### src/rtl/vadd_pkg.sv
// Shared types and helpers for the vector-add writeback stage.
package vadd_pkg;

  localparam int unsigned VADD_MIN_WIDTH = 8;
  localparam int unsigned VADD_MAX_WIDTH = 64;
  localparam int unsigned VADD_N         = VADD_MAX_WIDTH / VADD_MIN_WIDTH;
  localparam int unsigned VADD_SEW_WIDTH = $clog2(VADD_N) + 1;
  localparam int unsigned VADD_TAG_W     = 5;

  typedef enum logic {
    ARITH    = 1'b0,
    CARRYOUT = 1'b1
  } vadd_wb_op_e;

  typedef struct packed {
    logic [VADD_MAX_WIDTH-1:0] data;
    logic [VADD_N-1:0]         wbe;
    logic [VADD_TAG_W-1:0]     tag;
  } vadd_wb_entry_t;

  // All-zero SEW falls back to the narrowest element width.
  function automatic int unsigned sew_index(input logic [VADD_SEW_WIDTH-1:0] sew);
    int unsigned idx;
    idx = 0;
    for (int i = VADD_SEW_WIDTH - 1; i >= 0; i--) begin
      if (sew[i]) idx = i;
    end
    return idx;
  endfunction

endpackage

### src/rtl/vadd_wb_skid.sv
// Two-entry elastic buffer, any packed payload; registered ready, flush drops everything.
module vadd_wb_skid #(
  parameter type T = logic
) (
  input  logic clk,
  input  logic rst_n,
  input  logic i_flush,
  input  logic i_vld,
  output logic o_rdy,
  input  T     i_dat,
  output logic o_vld,
  input  logic i_rdy,
  output T     o_dat
);

  typedef enum logic [1:0] {
    EMPTY = 2'd0,
    ONE   = 2'd1,
    FULL  = 2'd2
  } skid_state_e;

  skid_state_e r_state;
  skid_state_e w_state_nxt;
  T            r_head;
  T            r_tail;
  logic        w_push;
  logic        w_pop;

  assign o_rdy = (r_state != FULL);
  assign o_vld = (r_state != EMPTY);
  assign o_dat = r_head;

  always_comb begin
    w_push      = i_vld & o_rdy & ~i_flush;
    w_pop       = o_vld & i_rdy;
    w_state_nxt = r_state;
    if (i_flush) begin
      w_state_nxt = EMPTY;
    end else begin
      case (r_state)
        EMPTY:   if (w_push) w_state_nxt = ONE;
        ONE:     if (w_push && !w_pop) w_state_nxt = FULL;
                 else if (!w_push && w_pop) w_state_nxt = EMPTY;
        FULL:    if (w_pop) w_state_nxt = ONE;
        default: w_state_nxt = EMPTY;
      endcase
    end
  end

  always_ff @(posedge clk) begin
    if (!rst_n) r_state <= EMPTY;
    else        r_state <= w_state_nxt;
  end

  // Head always holds the oldest entry so the output needs no mux.
  always_ff @(posedge clk) begin
    if (!rst_n) begin
      r_head <= '0;
      r_tail <= '0;
    end else if (!i_flush) begin
      case (r_state)
        EMPTY: if (w_push) r_head <= i_dat;
        ONE: begin
          if (w_push && w_pop) r_head <= i_dat;
          else if (w_push)     r_tail <= i_dat;
        end
        FULL:    if (w_pop) r_head <= r_tail;
        default: ;
      endcase
    end
  end

endmodule

### src/rtl/vadd_wb_stage.sv
// Masked merge / carry packing of adder results, buffered toward the RF write port.
module vadd_wb_stage
  import vadd_pkg::*;
#(
  parameter int unsigned MIN_WIDTH = VADD_MIN_WIDTH,
  parameter int unsigned MAX_WIDTH = VADD_MAX_WIDTH,
  parameter int unsigned SEW_WIDTH = $clog2(MAX_WIDTH / MIN_WIDTH) + 1,
  parameter int unsigned TAG_W     = VADD_TAG_W
) (
  input  logic                           clk,
  input  logic                           rst_n,
  input  logic                           flush_i,
  input  logic                           valid_i,
  output logic                           ready_o,
  input  logic                           op_i,
  input  logic [SEW_WIDTH-1:0]           sew_i,
  input  logic [MAX_WIDTH/MIN_WIDTH-1:0] mask_i,
  input  logic [MAX_WIDTH-1:0]           sum_i,
  input  logic [MAX_WIDTH/MIN_WIDTH-1:0] cout_i,
  input  logic [MAX_WIDTH-1:0]           old_vd_i,
  input  logic [TAG_W-1:0]               tag_i,
  output logic                           valid_o,
  input  logic                           ready_i,
  output logic [MAX_WIDTH-1:0]           data_o,
  output logic [MAX_WIDTH/MIN_WIDTH-1:0] wbe_o,
  output logic [TAG_W-1:0]               tag_o
);

  localparam int unsigned N        = MAX_WIDTH / MIN_WIDTH;
  localparam int unsigned CO_BYTES = (N + 7) / 8;

  int unsigned          w_k;
  logic [MAX_WIDTH-1:0] w_data;
  logic [N-1:0]         w_wbe;
  vadd_wb_entry_t       w_in;
  vadd_wb_entry_t       w_out;

  always_comb begin
    w_k    = sew_index(sew_i);
    w_data = old_vd_i;
    w_wbe  = '0;
    if (vadd_wb_op_e'(op_i) == CARRYOUT) begin
      // Carry of element e is the carry out of its top slot.
      w_wbe[CO_BYTES-1:0] = '1;
      for (int unsigned kk = 0; kk < SEW_WIDTH; kk++) begin
        if (w_k == kk) begin
          for (int unsigned e = 0; e < (N >> kk); e++) begin
            if (mask_i[e]) w_data[e] = cout_i[((e + 1) << kk) - 1];
          end
        end
      end
    end else begin
      w_wbe = '1;
      for (int unsigned kk = 0; kk < SEW_WIDTH; kk++) begin
        if (w_k == kk) begin
          for (int unsigned s = 0; s < N; s++) begin
            if (mask_i[s >> kk])
              w_data[s*MIN_WIDTH +: MIN_WIDTH] = sum_i[s*MIN_WIDTH +: MIN_WIDTH];
          end
        end
      end
    end
  end

  always_comb begin
    w_in      = '0;
    w_in.data = w_data;
    w_in.wbe  = w_wbe;
    w_in.tag  = tag_i;
  end

  vadd_wb_skid #(
    .T(vadd_wb_entry_t)
  ) u_skid (
    .clk    (clk),
    .rst_n  (rst_n),
    .i_flush(flush_i),
    .i_vld  (valid_i),
    .o_rdy  (ready_o),
    .i_dat  (w_in),
    .o_vld  (valid_o),
    .i_rdy  (ready_i),
    .o_dat  (w_out)
  );

  assign data_o = w_out.data;
  assign wbe_o  = w_out.wbe;
  assign tag_o  = w_out.tag;

endmodule

### config.mk
export PLATFORM = sky130hd
export DESIGN_NAME = vadd_wb_stage
export DESIGN_NICKNAME = d
export VERILOG_FILES = /design/src/rtl/vadd_pkg.sv /design/src/rtl/vadd_wb_skid.sv /design/src/rtl/vadd_wb_stage.sv
export SDC_FILE = /design/constraint.sdc
export NUM_CORES = 1
export LEC_CHECK = 0
export CORE_ASPECT_RATIO = 1.25
export CORE_MARGIN = 2
export CORE_UTILIZATION = 43
export CTS_BUF_LIST = sky130_fd_sc_hd__clkbuf_16
export CTS_CLUSTER_DIAMETER = 60
export CTS_CLUSTER_SIZE = 24
export DETAILED_ROUTE_END_ITERATION = 8
export GPL_TIMING_DRIVEN = 0
export PLACE_DENSITY = 0.85
export SYNTH_ARGS = -nofsm -noshare
export SYNTH_HDL_FRONTEND = slang
export SYNTH_SLANG_ARGS = --single-unit
### constraint.sdc
create_clock -name clk -period 1.9 [get_ports clk]
set_clock_uncertainty 0.05 [all_clocks]
set_input_delay 0.38 -clock clk [delete_from_list [all_inputs] [get_ports clk]]
set_output_delay 0.38 -clock clk [all_outputs]
set_load 0.005 [all_outputs]
# Yosys cells after proc, flatten, opt, wreduce, memory -nomap -nowiden
# Index checks and enable logic that the tools add are counted.
[word_totals]
reg_bits = 156
in_bits = 159
out_inout_bits = 79
elab_cells = 107
[classes]
eq_ne = 10
n_mux = 71
n_bitwise = 6
reduce_logical = 13
[ops]
columns = ["op", "n"]
rows = [
  ["$mux W8", 34],
  ["$mux W64", 4],
  ["$mux W77", 3],
  ["$pmux W77 S3", 1],
  ["$eq A32 B2 Y1 const B", 2],
  ["$mux W32", 2],
  ["$mux W56", 1],
  ["$eq A32 B1 Y1 const B", 1],
  ["$logic_not A32 Y1", 1],
  ["$mux W1", 16],
  ["$mux W2", 7],
  ["$mux W7", 1],
  ["$ne A2 B1 Y1 const B", 3],
  ["$pmux W2 S3", 1],
  ["$reduce_and A5 Y1", 1],
  ["$mux W4", 1],
  ["$reduce_and A4 Y1", 1],
  ["$and A1 B1 Y1", 3],
  ["$logic_and A1 B1 Y1", 3],
  ["$ne A3 B1 Y1 const B", 1],
  ["$not A1 Y1", 3],
  ["$reduce_and A3 Y1", 1],
  ["$reduce_bool A3 Y1", 1],
  ["$eq A2 B1 Y1 const B", 1],
  ["other kinds (6)", 7],
]

# Logic depth before layout (Yosys ltp)
# Gate-level depths: netlist of the first run.
[depth]
ltp_word = 15
ltp_mapped = 7
ltp_nobuf = 6

# By module
# From an unflattened synthesis of the first run, not the netlist that was laid out.
[unflattened]
cells_unflattened = 863
hier_area_um2 = 8049.0
[modules_own_cells]
columns = ["mod", "instances", "cells_per_inst", "area_per_inst_um2", "seq_area_each_um2"]
rows = [
  ["vadd_wb_skid", 1, 719, 6729.0, 3123.0],
  ["vadd_wb_stage", 1, 144, 1320.0, 0.0],
]

# Least setup slack after synthesis of the first run
# OpenSTA, ideal clock, no wires.
[synth_timing]
path_kind = "input -> register"
startpoint = "input port sew_i[1]"
endpoint = "register u_skid.r_tail[67] in the netlist's numbering"
setup_time_ns = 0.132
t_arrival_ns = 1.733
required_time_ns = 1.718
setup_slack_ns = -0.015
stages = 7
cell_sequence = "buf_6 nor4b_4 a211oi_4 a21oi_4 buf_6 mux2i_1 a21oi_1"
[synth_via]
elab_chain_cells = 11
[synth_lines]
columns = ["item", "line", "rtl"]
rows = [
  ["start: declaration", "vadd_wb_stage.sv:16", "input logic [SEW_WIDTH-1:0] sew_i,"],
  ["$mux W32 (*) (2 in a row)", "vadd_pkg.sv:26", "if (sew[i]) idx = i;"],
  ["$logic_not A32 Y1", "vadd_wb_stage.sv:55", "if (w_k == kk) begin"],
  ["$mux W64", "vadd_wb_stage.sv:55", ""],
  ["$mux W8", "vadd_wb_stage.sv:57", "if (mask_i[s >> kk])"],
  ["$mux W64", "vadd_wb_stage.sv:55", ""],
  ["$mux W8", "vadd_wb_stage.sv:57", ""],
  ["$mux W64", "vadd_wb_stage.sv:55", ""],
  ["$mux W8", "vadd_wb_stage.sv:57", ""],
  ["$mux W64 (*)", "vadd_wb_stage.sv:55", ""],
  ["$mux W56 (*)", "vadd_wb_stage.sv:42", "if (vadd_wb_op_e'(op_i) == CARRYOUT) begin"],
  ["end signal: assignment", "vadd_wb_skid.sv:65", "else if (w_push) r_tail <= i_dat;"],
  ["end: declaration", "vadd_wb_skid.sv:25", "T r_tail;"],
]
# Mark *: on every way between the ends. The rest lies on a longest branch, timed or not.
# A chain may end at the register's enable or synchronous reset.

# Worst setup path after layout of the first run
[layout_timing]
startpoint = "input port flush_i"
endpoint = "register u_skid.r_head (netlist bit u_skid.o_dat[32])"
[layout_via]
elab_chain_cells = 5
[layout_lines]
columns = ["item", "line", "rtl"]
rows = [
  ["start: declaration", "vadd_wb_stage.sv:12", "input logic flush_i,"],
  ["$not A1 Y1 (no source line) (*)", "n/a", ""],
  ["$and A1 B1 Y1", "vadd_wb_skid.sv:34", "w_push = i_vld & o_rdy & ~i_flush;"],
  ["$logic_and A1 B1 Y1", "vadd_wb_skid.sv:64", "if (w_push && w_pop) r_head <= i_dat;"],
  ["$ne A2 B1 Y1 (no source line)", "n/a", ""],
  ["$reduce_and A5 Y1 (no source line) (*)", "n/a", ""],
  ["end signal: assignment", "vadd_wb_skid.sv:62", "EMPTY: if (w_push) r_head <= i_dat;"],
  ["end signal: assignment", "vadd_wb_skid.sv:64", ""],
  ["end signal: assignment", "vadd_wb_skid.sv:67", "FULL: if (w_pop) r_head <= r_tail;"],
  ["end: declaration", "vadd_wb_skid.sv:24", "T r_head;"],
]
# Marked as above.

==> impl_metrics.py, run 1 <==
metrics = {
    "outcome": {
        "run_status": "finished, violations left",
        "failed_checks": "setup timing",
    },
    "sta": {
        "period_utilization_pct": 100,
        "timing_worst_slew_pin_value_ns": 0.654,
        "final_critical_path_setup_slack_ns": -0.00359,
        "finalMaxSlewViolations": 0,
        "setup_violations": 2,
        "hold_ws_ns": 0.381,
        "hold_violations": 0,
        "grt_setup_unrepaired": "yes",
        "achievable-frequency_ghz": 0.525,
        "slew_headroom_pct": 56.4,
        "final_period_minus_worst_setup_slack_ns": 1.90,
    },
    "drt": {
        "drt_first_iter_violations": 980,
        "wl_per_cell_um": 20.8,
        "finalWirelength_mm": 30.2,
        "routed_via_density": 6.14,
        "vias": 8896,
        "remaining_drc_errors": 0,
        "drtAntennaViolNets": 0,
        "dr.pass1.iters": 7,
    },
    "synth": {
        "post-synth-top-area-cell": "sky130_fd_sc_hd__dfxtp_1",
        "synthTopCellsByArea": "sky130_fd_sc_hd__dfxtp_1 (38%), sky130_fd_sc_hd__o21ai_0 (9.5%), sky130_fd_sc_hd__mux2i_1 (6.3%)",
        "synth-main-ff-cell": "sky130_fd_sc_hd__dfxtp_1",
        "netlist.area_leader.share_pct": 38.1,
        "synthesis.nets": 1094,
        "synth-edff-count": 0,
        "yosysSeqAreaShare_pct": 38.1,
        "synth_cell_types": 57,
        "summed_instance_area_of_the_synthesized_netlist_sq_um": 7570,
        "synth.yosys.warnings": 0,
        "avgSynthCellArea_sq_um": 8.10,
        "ys_seq_elements": 144,
        "async_flop_share_pct": 0,
        "syn_inst": 935,
    },
    "critical_path": {
        "timing_worst_setup_path_type": "input pin to register",
        "timing.rr.end": "u_skid.o_dat[65]$_SDFFE_PN0P_",
        "timing.critical_path.from": "flush_i",
        "crit_path_top_delay_cell": "sky130_fd_sc_hd__clkdlybuf4s50_1",
        "r2r_slack_ns": 0.02,
        "worstPathArrival_ns": 2.23,
        "timing.critical_path.to_type": "register",
        "cp-start-kind": "input pin",
        "cp.required_ns": 2.22,
        "worst_r2r_startpoint": "u_skid.r_state[1]$_SDFFE_PP0P_",
        "worst-path-max-fanout": 10,
        "cp_top_family": "buffers and inverters",
        "crit_cells": 6,
        "worst-path-buf-inv": 2,
        "worst_path_largest_cell_delay_ns": 0.58,
        "timing.reg2reg.worst_path_depth": 8,
        "crit_path_cells": "clkdlybuf4s50_1 -> nand2b_2 -> or2_4 -> clkbuf_4 -> a211oi_1 -> a211o_1",
        "timing.critical_path.to": "u_skid.o_dat[32]$_SDFFE_PN0P_",
    },
    "floorplan": {
        "num_rows": 54,
        "floorplan.io_pins": 238,
        "coreArea_sq_um": 17400,
        "die-height_um": 152,
        "die_w_um": 123,
        "initial_utilization_pct": 43.6,
        "design.die.area_sq_um": 18700,
    },
    "global_route": {
        "grt-ovfl-total": 0,
        "antenna_found_initial": 3,
        "first_global_vias": 8608,
        "pin_count_of_the_biggest_net_entering_global_routing": 17,
        "grt_first_pass_wirelength_mm": 45.8,
        "track_usage_pct": 31.3,
    },
    "layout": {
        "post_route_cells_drive_above_1_share_pct": 13.4,
        "finish.instance_area_sq_um": 11500,
        "num-nets-final": 1368,
        "area_growth_syn_to_layout_pct": 51.5,
    },
    "power": {
        "irDropWorstVdd_v": 0.000606,
        "pwr_per_cell_area_nw_per_um2": 740,
        "sequentialPowerShare_pct": 38.1,
        "comb_power_share_pct": 20.4,
        "p_clk_share_pct": 41.4,
        "p_int_mw": 6.24,
        "leakagePower_nw": 4.37,
        "power.switching_mw": 2.24,
        "power.share.switching_pct": 26.5,
    },
    "place": {
        "finalWeightedCongestion": 0.938,
        "pre_cts_ws_ns": -1.21,
        "io_buffers": 235,
        "postPlaceCellArea_sq_um": 10200,
        "post-dp-hpwl_mm": 21.2,
    },
    "clocking": {
        "cts.root.buffer_cell": "sky130_fd_sc_hd__clkbuf_16",
        "number_of_buffers_created_by_cts": 17,
        "numClockSinks": 144,
        "tritoncts": "yes",
        "cts-root-to-sink-buffers": 2,
        "htree_num_levels": 4,
        "clk-insertion-delay-late_ns": 0.43,
        "worst_setup_hold_path_clk_slew_ns": 0.06,
    },
    "job": {
        "max_cap_viol_count": 0,
    },
    "min_path": {
        "min-delay-path-class": "input pin to register",
    },
}
==> sequential cells by signal, summed over array words and instances, names as in the netlist <==
| signal | count |
|---|---|
| u_skid.o_dat | 71 |
| u_skid.r_state | 2 |
| u_skid.r_tail | 71 |
==> repair_timing <==
item                       in CTS  in global routing
gates cloned                    2                  2
hold buffers                    0                  0
buffers inserted               20                  1
setup endpoints to repair     152                123
resized for setup             111                 67
pin swaps                      12                 18
==> worst reg2reg max path: stages, from the launching register on <==
cell	delay (ns)
sky130_fd_sc_hd__dfxtp_4	0.36
sky130_fd_sc_hd__nand2b_1	0.16
sky130_fd_sc_hd__o22a_2	0.30
sky130_fd_sc_hd__buf_8	0.16
sky130_fd_sc_hd__nor2_4	0.10
sky130_fd_sc_hd__buf_12	0.14
sky130_fd_sc_hd__clkbuf_8	0.16
sky130_fd_sc_hd__o21ai_1	0.08
sky130_fd_sc_hd__o31ai_1	0.27
==> routing by layer <==
metal / global-route usage, % / vias up / part of all wire, %
met4: 16.7 / 0 / 4.5
met5: 0 / - / 0
met3: 8.16 / 119 / 10
met1: 36.9 / 4198 / 37
met2: 51.5 / 570 / 49
li1: - / 4009 / -
==> cell type report <==
class	count	area, sq um
clock buffers	17	425
repair buffers	259	2610
flip-flops and latches	144	2890
diodes	4	10.0
fillers	1390	5900
well taps	224	280
multi-input cells	691	4390
plain buffers	92	668
clock inverters	15	179
inverters	4	17.5
==> cell families after synthesis <==
group	after synthesis	synth area share (%)
AO/OA/AOI/OAI	357	30.4
buffers and inverters	101	5.92
flip-flops	144	38.1
AND/OR/NAND/NOR	283	19.0
multiplexers	50	6.64
==> layout by cell type, fill, tap and decap left out, types with 6 or more instances in the layout <==
cell                                n
sky130_fd_sc_hd__nor2_1            11
sky130_fd_sc_hd__o221ai_1           7
sky130_fd_sc_hd__nor2b_1           37
sky130_fd_sc_hd__nor3_1            32
sky130_fd_sc_hd__a21boi_0          10
sky130_fd_sc_hd__dfxtp_1          141
sky130_fd_sc_hd__a21oi_1           51
sky130_fd_sc_hd__buf_6             10
sky130_fd_sc_hd__a31oi_1           16
sky130_fd_sc_hd__a211o_1           22
sky130_fd_sc_hd__inv_1              6
sky130_fd_sc_hd__o21ai_1           13
sky130_fd_sc_hd__o31ai_1           32
sky130_fd_sc_hd__mux2i_1           47
sky130_fd_sc_hd__clkbuf_4           7
sky130_fd_sc_hd__clkdlybuf4s50_1  226
sky130_fd_sc_hd__clkbuf_2          17
sky130_fd_sc_hd__buf_2              8
sky130_fd_sc_hd__buf_4             24
sky130_fd_sc_hd__buf_12             7
sky130_fd_sc_hd__nand2_1           89
sky130_fd_sc_hd__clkbuf_16         19
sky130_fd_sc_hd__o211a_1            6
sky130_fd_sc_hd__o21ai_0          136
sky130_fd_sc_hd__clkbuf_1          30
sky130_fd_sc_hd__nor4_1            15
sky130_fd_sc_hd__a21oi_4            7
sky130_fd_sc_hd__clkbuf_8          10
sky130_fd_sc_hd__a211oi_1          23
sky130_fd_sc_hd__nand3_1           71
==> power by group through the flow <==
stage	clock (mW)	combinational [mW]	sequential, mW
after floorplan	0	0.680	3.29
after global placement	0	1.51	3.29
after detailed placement	0	1.53	3.30
after CTS	3.50	1.65	3.23
after global routing	3.63	1.83	3.25
final	3.51	1.73	3.23
==> cell usage after synthesis, drive strengths merged, types with 3 or more instances <==
master,instances
o21ai,153
o31ai,32
clkbuf,77
a31oi,16
inv,3
dfxtp,144
buf,20
or2,3
o221ai,8
a21boi,11
nor2,13
nand3,71
mux2i,48
a211oi,26
nor2b,38
a211o,22
nand2b,6
nor4,16
o221a,4
a21oi,60
nand2,90
o21a,3
o211a,6
nor3,35
==> how the worst min path moves through the flow <==
stage | start | end | slack, ns | cells past startpoint
final | ready_i | u_skid.r_state[1]$_SDFFE_PP0P_ | 0.38 | 4
after global routing | ready_i | u_skid.r_state[1]$_SDFFE_PP0P_ | 0.41 | 4
after CTS | ready_i | u_skid.r_state[1]$_SDFFE_PP0P_ | 0.36 | 4
after detailed placement | u_skid.r_tail[5]$_SDFFE_PN0P_ | u_skid.r_tail[5]$_SDFFE_PN0P_ | 0.40 | 1
after global placement | u_skid.r_tail[13]$_SDFFE_PN0P_ | u_skid.r_tail[13]$_SDFFE_PN0P_ | 0.40 | 2
after floorplan | u_skid.r_tail[13]$_SDFFE_PN0P_ | u_skid.r_tail[13]$_SDFFE_PN0P_ | 0.39 | 2
==> per-stage QoR <==
stage	power (mW)	utilization, %	setup TNS, ns	std cells
floorplan	3.97	-	0	935
global placement	4.80	58.8	-119.88	1394
detailed placement	4.83	58.8	-125.39	1394
CTS	8.39	65.2	-0.106	1445
global route	8.71	66.0	-0.420	1449
finish	8.48	66.0	-0.00365	1450
Power figures use the tool's default switching activity.
==> inputs of run 2 (changes only) <==
==> constraint.sdc (replaced) <==
create_clock -name clk -period 1.9 [get_ports clk]
set_clock_uncertainty 0.05 [all_clocks]
set_input_delay 0.57 -clock clk [delete_from_list [all_inputs] [get_ports clk]]
set_output_delay 0.57 -clock clk [all_outputs]
set_load 0.005 [all_outputs]
==> run 2 against run 1 <==
  * The run still ends with setup timing left
  * Combinational power is 16% higher
  * Flip-flop and latch count stayed put
  * Critical path depth is 3 higher
  * Critical endpoint is now u_skid.o_dat[33]$_SDFFE_PN0P_
  * Largest cell class unchanged
  * Die area stayed put
  * Sequential share of layout area is 2.2 points lower
  * Global-route usage is 1.8 points higher
  * Worst hold slack better by 0.036 ns
==> impl_metrics.py, run 2 (synthesis gave the netlist of run 1 again) <==
metrics = {
    "outcome": {
        "run_status": "finished, violations left",
        "failed_checks": "setup timing",
    },
    "drt": {
        "drtAntennaViolNets": 0,
        "routed_via_density": 6.44,
        "remaining_drc_errors": 0,
        "vias": 9557,
        "dr.pass1.iters": 6,
        "finalWirelength_mm": 34.5,
        "wl_per_cell_um": 23.3,
        "drt_first_iter_violations": 1010,
    },
    "clocking": {
        "cts.root.buffer_cell": "sky130_fd_sc_hd__clkbuf_16",
        "htree_num_levels": 4,
        "cts_hold_repair.buffers": 0,
        "numClockSinks": 144,
        "cts-root-to-sink-buffers": 2,
        "number_of_buffers_created_by_cts": 17,
        "tritoncts": "yes",
        "clk-insertion-delay-late_ns": 0.44,
        "worst_setup_hold_path_clk_slew_ns": 0.07,
    },
    "min_path": {
        "min-delay-path-class": "register to register",
        "worst_hold_startpoint": "u_skid.r_tail[0]$_SDFFE_PN0P_",
    },
    "global_route": {
        "grt_first_pass_wirelength_mm": 48.3,
        "first_global_vias": 9129,
        "antenna_found_initial": 2,
        "track_usage_pct": 33.1,
        "pin_count_of_the_biggest_net_entering_global_routing": 17,
        "grt-ovfl-total": 0,
    },
    "layout": {
        "final_common_cell": "sky130_fd_sc_hd__clkdlybuf4s50_1",
        "fillCellCount": 1128,
        "stdcell_count": 1484,
        "num-nets-final": 1405,
        "finish.instance_area_sq_um": 12600,
        "post_route_cells_drive_above_1_share_pct": 24.3,
        "area_growth_syn_to_layout_pct": 67.0,
        "mostFrequentLayoutCells": "sky130_fd_sc_hd__clkdlybuf4s50_1 (150), sky130_fd_sc_hd__dfxtp_1 (128), sky130_fd_sc_hd__o21ai_0 (97)",
        "utilization_pct": 72.8,
        "multi_input_area_sq_um": 4970,
        "regArea_sq_um": 2910,
    },
    "critical_path": {
        "crit_path_cells": "buf_6 -> mux2i_4 -> o22a_1 -> clkbuf_8 -> buf_4 -> buf_8 -> o21ai_1 -> o21ai_1 -> a211o_1",
        "worst_path_largest_cell_delay_ns": 0.40,
        "timing.critical_path.to_type": "register",
        "timing.reg2reg.worst_path_depth": 9,
        "crit_path_top_delay_cell": "sky130_fd_sc_hd__a211o_1",
        "worst-path-max-fanout": 8,
        "worstPathArrival_ns": 2.57,
        "crit_cells": 9,
        "timing.critical_path.from": "u_skid.r_state[1]$_SDFFE_PP0P_",
        "cp_top_family": "compound AO/OA/AOI/OAI gates",
        "timing.rr.end": "u_skid.o_dat[33]$_SDFFE_PN0P_",
        "cp-start-kind": "register",
        "worst_path_most_repeated_cell": "sky130_fd_sc_hd__o21ai_1",
        "cp.required_ns": 2.16,
        "worst_r2r_startpoint": "u_skid.r_state[1]$_SDFFE_PP0P_",
        "r2r_slack_ns": -0.41,
        "timing_worst_setup_path_type": "register to register",
        "timing.critical_path.to": "u_skid.o_dat[33]$_SDFFE_PN0P_",
        "worst-path-buf-inv": 4,
    },
    "sta": {
        "timing_worst_slew_pin_value_ns": 0.729,
        "grt_setup_unrepaired": "yes",
        "slew_headroom_pct": 51.4,
        "hold_violations": 0,
        "period_utilization_pct": 122,
        "final_period_minus_worst_setup_slack_ns": 2.31,
        "finalMaxSlewViolations": 0,
        "hold_ws_ns": 0.417,
        "achievable-frequency_ghz": 0.433,
        "setup_violations": 50,
        "final_critical_path_setup_slack_ns": -0.409,
    },
    "power": {
        "p_clk_share_pct": 42.8,
        "p_int_mw": 6.75,
        "sequentialPowerShare_pct": 35.3,
        "leakagePower_nw": 5.44,
        "pwr_per_cell_area_nw_per_um2": 727,
        "power.share.switching_pct": 26.6,
        "power.switching_mw": 2.44,
        "irDropWorstVdd_v": 0.000550,
        "comb_power_share_pct": 21.9,
    },
    "floorplan": {
        "die_w_um": 123,
        "die-height_um": 152,
        "num_rows": 54,
        "floorplan.io_pins": 238,
        "design.die.area_sq_um": 18700,
        "coreArea_sq_um": 17400,
        "initial_utilization_pct": 43.6,
    },
    "place": {
        "io_buffers": 235,
        "pre_cts_ws_ns": -1.27,
        "postPlaceCellArea_sq_um": 10200,
        "finalWeightedCongestion": 0.981,
        "placed_insts": 1394,
        "post-dp-hpwl_mm": 21.0,
    },
    "job": {
        "max_cap_viol_count": 0,
    },
}
-- run 2: cell types whose count changed in the layout (fill, tap and decap cells not counted), moves of 13 or more --
cell / delta
sky130_fd_sc_hd__dlygate4sd2_1: +38
sky130_fd_sc_hd__clkdlybuf4s50_1: -76
sky130_fd_sc_hd__o21ai_0: -39
sky130_fd_sc_hd__dfxtp_2: +13
sky130_fd_sc_hd__o21ai_2: +26
sky130_fd_sc_hd__nor4_1: -15
sky130_fd_sc_hd__dlymetal6s2s_1: +30
sky130_fd_sc_hd__buf_4: +27
sky130_fd_sc_hd__nor4_4: +15
sky130_fd_sc_hd__dfxtp_1: -13
-- run 2: worst min path at each step --
stage / end / depth (start not counted) / slack (ns)
3_5_place_dp: u_skid.r_tail[13]$_SDFFE_PN0P_ / 2 / 0.40
5_1_grt: u_skid.r_tail[19]$_SDFFE_PN0P_ / 2 / 0.44
4_1_cts: u_skid.r_tail[13]$_SDFFE_PN0P_ / 2 / 0.41
3_3_place_gp: u_skid.r_tail[13]$_SDFFE_PN0P_ / 2 / 0.39
6_report: u_skid.r_tail[0]$_SDFFE_PN0P_ / 2 / 0.42
2_1_floorplan: u_skid.r_tail[13]$_SDFFE_PN0P_ / 2 / 0.39
-- run 2: what timing repair did --
action | 4_1_cts | 5_1_grt
gates cloned | 9 | 1
buffers inserted | 32 | 21
resized for setup | 306 | 155
pin swaps | 52 | 63
endpoints found under the setup margin | 198 | 153
-- run 2: area by class of cell --
cell class	count	area share [%]
sequential	144	23.0
inverter	4	0.158
clock inverter	15	1.95
timing repair buffer	294	23.8
antenna	1	0.0198
buffer	94	6.19
clock buffer	17	3.37
multi-input combinational	691	39.3
tap	224	2.22
-- run 2: power by group through the flow --
stage          logic [mW]  registers (mW)  clock network (mW)
6_report             2.01            3.24                3.94
5_1_grt              2.09            3.25                4.05
3_5_place_dp         1.54            3.30                   0
4_1_cts              1.79            3.23                3.87
2_1_floorplan       0.691            3.29                   0
3_3_place_gp         1.53            3.29                   0
-- run 2: metrics by stage --
stage	power (mW)	setup TNS, ns
4_1_cts	8.89	-1.19
5_1_grt	9.39	-5.55
6_report	9.19	-2.96
3_5_place_dp	4.84	-143.62
3_3_place_gp	4.82	-138.95
2_1_floorplan	3.98	-6.02
-- run 2: worst min-delay path, cell delays in order (launching register included) --
cell and delay, ns:
sky130_fd_sc_hd__dfxtp_1 0.31, sky130_fd_sc_hd__nand2_1 0.05, sky130_fd_sc_hd__a21boi_0 0.06
-- run 2: routing by layer --
metal	wire length (um)	vias up	track usage, %	share of wire [%]
met5	25	-	0	0.072
met4	2460	4	20.1	7.1
met3	3700	242	9.28	11
met2	16500	756	54.0	48
met1	11900	4467	37.9	34
li1	-	4088	-	-
